`src/rtl/rv32i_pkg.sv`:
```
// Shared RV32I constants used by the register file and the core.
package rv32i_pkg;

  localparam int unsigned RegDataWidth = 32;
  localparam int unsigned RegAddrWidth = 5;
  localparam int unsigned RegCount     = 2 ** RegAddrWidth;

  typedef logic [RegDataWidth-1:0] reg_data_t;
  typedef logic [RegAddrWidth-1:0] reg_addr_t;

endpackage

```
`src/rtl/rv32i_registers.sv`:
```
// RV32I integer register file: two combinational read ports, one synchronous write port.
// x0 is hard-wired to zero; all registers clear asynchronously on reset.
module rv32i_registers
  import rv32i_pkg::*;
#(
  parameter int unsigned DataWidth = RegDataWidth,
  parameter int unsigned AddrWidth = RegAddrWidth
) (
  input  logic                        clk,
  input  logic                        rst_n,
  input  logic [AddrWidth-1:0]        rs1,
  output logic signed [DataWidth-1:0] rs1_data_out,
  input  logic [AddrWidth-1:0]        rs2,
  output logic signed [DataWidth-1:0] rs2_data_out,
  input  logic [AddrWidth-1:0]        rd,
  input  logic                        rd_write_enable,
  input  logic [DataWidth-1:0]        rd_data_in
);

  localparam int unsigned NumRegs = 2 ** AddrWidth;

  logic [DataWidth-1:0] regs_q [NumRegs];
  logic [DataWidth-1:0] regs_d [NumRegs];
  logic [NumRegs-1:0]   wr_en;

  // Decode the write port into per-register enables; index 0 never enables.
  always_comb begin
    for (int i = 0; i < NumRegs; i++) begin
      wr_en[i]  = rd_write_enable && (i != 0) && (rd == AddrWidth'(i));
      regs_d[i] = wr_en[i] ? rd_data_in : regs_q[i];
    end
  end

  // Storage: one enabled flop bank per register, asynchronously cleared.
  for (genvar g = 0; g < NumRegs; g++) begin : g_regs
    always_ff @(posedge clk or negedge rst_n) begin
      if (!rst_n) begin
        regs_q[g] <= '0;
      end else if (wr_en[g]) begin
        regs_q[g] <= regs_d[g];
      end
    end
  end

  // Read ports see stored state only, so a pending write returns the old value.
  always_comb begin
    rs1_data_out = regs_q[rs1];
    rs2_data_out = regs_q[rs2];
  end

endmodule

```
`config.mk`:
```
export PLATFORM = sky130hd
export DESIGN_NAME = rv32i_registers
export DESIGN_NICKNAME = d
export VERILOG_FILES = /design/src/rtl/rv32i_pkg.sv /design/src/rtl/rv32i_registers.sv
export SDC_FILE = /design/constraint.sdc
export NUM_CORES = 2
export LEC_CHECK = 0
export ABC_AREA = 1
export CAP_MARGIN = 0
export CORE_AREA = 8 8 360 362
export CTS_CLUSTER_SIZE = 28
export DETAILED_ROUTE_END_ITERATION = 12
export DIE_AREA = 0 0 368 370
export DONT_BUFFER_PORTS = 1
export MAX_ROUTING_LAYER = met4
export PLACE_DENSITY_LB_ADDON = 0.1
export RECOVER_POWER = 50
export SYNTH_ARGS = -nofsm -noshare
export SYNTH_HDL_FRONTEND = slang
export SYNTH_SLANG_ARGS = --single-unit
```
`constraint.sdc`:
```
create_clock -name clk -period 1.2 [get_ports clk]
set_input_delay 0 -clock clk [delete_from_list [all_inputs] [get_ports clk]]
set_output_delay 0 -clock clk [all_outputs]
set_load 0.02 [all_outputs]
```
==> impl_metrics.py <==
metrics = {
    "global_routing": {
        "grt_pass1_wl_mm": 343,
        "track_usage_pct": 33.3,
        "antenna_found_initial": 3,
        "grt_max_degree": 993,
        "overflow": 0,
        "grt_pass1_vias": 54100,
    },
    "synthesis": {
        "yosysUniqueCellTypes": 21,
        "yosysMostFrequentCell": "nand2_1",
        "avgSynthCellArea_um2": 6.78,
        "syn_area_um2": 56400,
        "synth-edff-count": 0,
        "yosysWarnings": 0,
        "yosysSeqAreaShare_pct": 44.0,
        "synth-seq-cells": 992,
        "synth_common_cells": "2921 x nand2_1, 1539 x nand3_1, 992 x dfrtp_1",
        "yosysTopAreaCell": "dfrtp_1",
        "syn_inst": 8314,
        "synth_adder_area_share_pct": 0,
        "synth_compound_area_share_pct": 11.1,
        "yosys_most_used_dff": "dfrtp_1",
        "ys_top_cells_by_area": "dfrtp_1 44%, nand2_1 19%, nand3_1 14%",
        "synth_top_area_share_pct": 44.0,
        "synth-simple-area-share_pct": 34.5,
        "synth-xor-area-share_pct": 0,
        "syn_nets": 8364,
        "muxShareOfSynthArea_pct": 0,
        "async_flop_share_pct": 100,
        "synth_top_family_by_area": "simple AND/OR/NAND/NOR gates",
    },
    "status": {
        "violations": "hold timing, capacitance limit, slew limit, setup timing",
        "status": "finished, violations left",
    },
    "cells_and_area": {
        "drive_gt1_share_pct": 19.3,
        "area_growth_pct": 23.0,
        "n_fill_cell": 12000,
        "fin_util_pct": 55.8,
        "top_regs": "regs_q: 992 flops",
        "largest_reg_flops": 992,
        "fin_nets": 8386,
        "regMostFlops": "regs_q",
    },
    "sta": {
        "whs_ns": -1.02,
        "tightest_slew_ns": 1.62,
        "fin_crit_sh_pct": 166,
        "slew_violations": 378,
        "relSlewSlack_pct": -8.08,
        "max_freq_mhz": 501,
        "worst_slack_ns": -0.794,
        "rsz0062_at_grt": "yes",
        "setup_violations": 804,
        "min_period_ns": 1.99,
        "tns_ns": -141.10,
        "clock_skew_ns": 0,
        "hold_viol": 459,
    },
    "worst_setup_path": {
        "path_class": "flip-flop to output pin",
        "worstSetupEndpointType": "output pin",
        "path_delay_family": "simple AND/OR/NAND/NOR gates",
        "cp_slowest_cell": "dfrtp_1",
        "path_max_fanout": 2,
        "worstPathRequired_ns": 1.20,
        "critPathMaxStageDelay_ns": 0.39,
        "startpoint_type": "flip-flop",
        "crit_start": "regs_q[788]",
        "cp_cell_sequence": "inv_2, nand2_1, nand3_2, nand3_2, nand3_1, nand2_1, nand2_2, nand2_4, buf_12",
        "r2r_start": "regs_q[619]",
        "cp.buffers_inverters": 2,
        "critPathArrivalTime_ns": 1.99,
    },
    "drt": {
        "vias": 57800,
        "drc": 0,
        "avgRoutedWirePerCell_um": 22.7,
        "routed_wl_mm": 229,
        "ant_nets": 0,
        "viasPerCell": 5.73,
        "drt_iter0_drc": 6891,
        "drt_pass1_iterations": 6,
    },
    "min_path": {
        "hold_class": "input pin to async pin",
    },
    "clock_network": {
        "clk_latency_ns": 0.73,
        "cts_inserted_buffers": 118,
        "hold_buffers": 38,
        "root_buffer": "clkbuf_16",
        "path_clk_slew_ns": 0.06,
        "clockBufferDepth": 3,
        "cts_tree": "yes",
        "cts_sinks": 992,
        "htreeDepth": 3,
    },
    "job": {
        "cap_violations": 3,
    },
    "die": {
        "fp.coreArea_um2": 124000,
        "core.rowCount": 130,
        "ios": 114,
        "start_util_pct": 45.4,
        "dieArea_um2": 136000,
        "die_h_um": 370,
        "die_w_um": 368,
    },
    "placement": {
        "place_congestion": 0.888,
        "numPortBuffers": 0,
        "dp_hpwl_mm": 126,
        "place_ws_ns": -0.403,
    },
    "power_and_ir_drop": {
        "leakage_nw": 33.8,
        "vdd_drop_max_mv": 1.48,
        "power_density_nw_per_um2": 1520,
    },
}
[power by group]
group / internal, W / switching [W]
Sequential: 0.0397 / 0.00426
Combinational: 0.0101 / 0.0139
Clock: 0.0224 / 0.0151
Total: 0.0722 / 0.0333
[logic make-up (layout without fill, tap and decap cells)]
logic type	count (synthesis)	count (layout)
simple gates	4630	4630
buf+inv	1444	1564
compound gates	1248	1248
flops	992	992
other cells	0	1
[metrics by stage]
| step | hold slack [ns] | cells | instance area [µm²] | total power [W] |
|---|---|---|---|---|
| final | -1.02 | 10100 | 69400 | 0.105 |
| after global routing | -1.06 | 10100 | 69400 | 0.111 |
| after CTS | -0.980 | 9965 | 66700 | 0.103 |
| after detailed placement | -0.206 | 9691 | 61400 | 0.0644 |
| after global placement | -0.195 | 9691 | 61400 | 0.0638 |
| after floorplan | -0.296 | 8314 | 56400 | 0.0581 |
[path summary, 6_finish.rpt]
path                            cells past startpoint                to  slack (ns)
worst max-delay path                                9  rs1_data_out[20]       -0.79
worst min-delay path                                0       regs_q[101]       -1.02
worst max register to register                      5       regs_q[619]        0.18
worst min register to register                      2        regs_q[81]        0.48
max in group asynchronous                           2       regs_q[221]       -0.31
min in group clk                                    2   rs2_data_out[8]        0.15
[what timing repair did]
item / in CTS / in global routing
buffers inserted: 20 / 114
gates resized for setup: 297 / 619
hold endpoints to repair: 1984 / 485
pin swaps: 195 / 337
endpoints found under the setup margin: 64 / 344
cloned: 0 / 1
[cell type report]
class	instances	area (µm²)	share of cell area, %
Inverter	754	2880	4.15
Tap cell	1650	2060	2.98
Sequential cell	992	24800	35.8
Clock inverter	50	539	0.777
Clock buffer	168	3480	5.02
Multi-Input combinational cell	5878	28500	41.1
Timing Repair Buffer	592	7080	10.2
Antenna cell	1	2.50	0.00361
[routing by layer]
layer / track usage (%) / vias up / share of wire [%]
met1: 45.8 / 27600 / 43
li1: - / 26600 / -
met2: 50.0 / 3027 / 44
met3: 5.87 / 546 / 9.9
met4: 11.0 / 0 / 3.8
met5: - / - / 0
[placed cells by master (no fill, tap or decap), drive strengths merged, types with 2 or more instances in the layout]
| master | count |
|---|---|
| clkinvlp | 4 |
| inv | 753 |
| nand3 | 1541 |
| or2 | 2 |
| o21ai | 992 |
| clkbuf | 176 |
| dfrtp | 992 |
| clkinv | 36 |
| a21oi | 256 |
| bufinv | 11 |
| dlygate4sd3 | 38 |
| nor2 | 144 |
| nand2 | 2943 |
| buf | 546 |
Note: power is estimated with default switching activity, not from simulation.
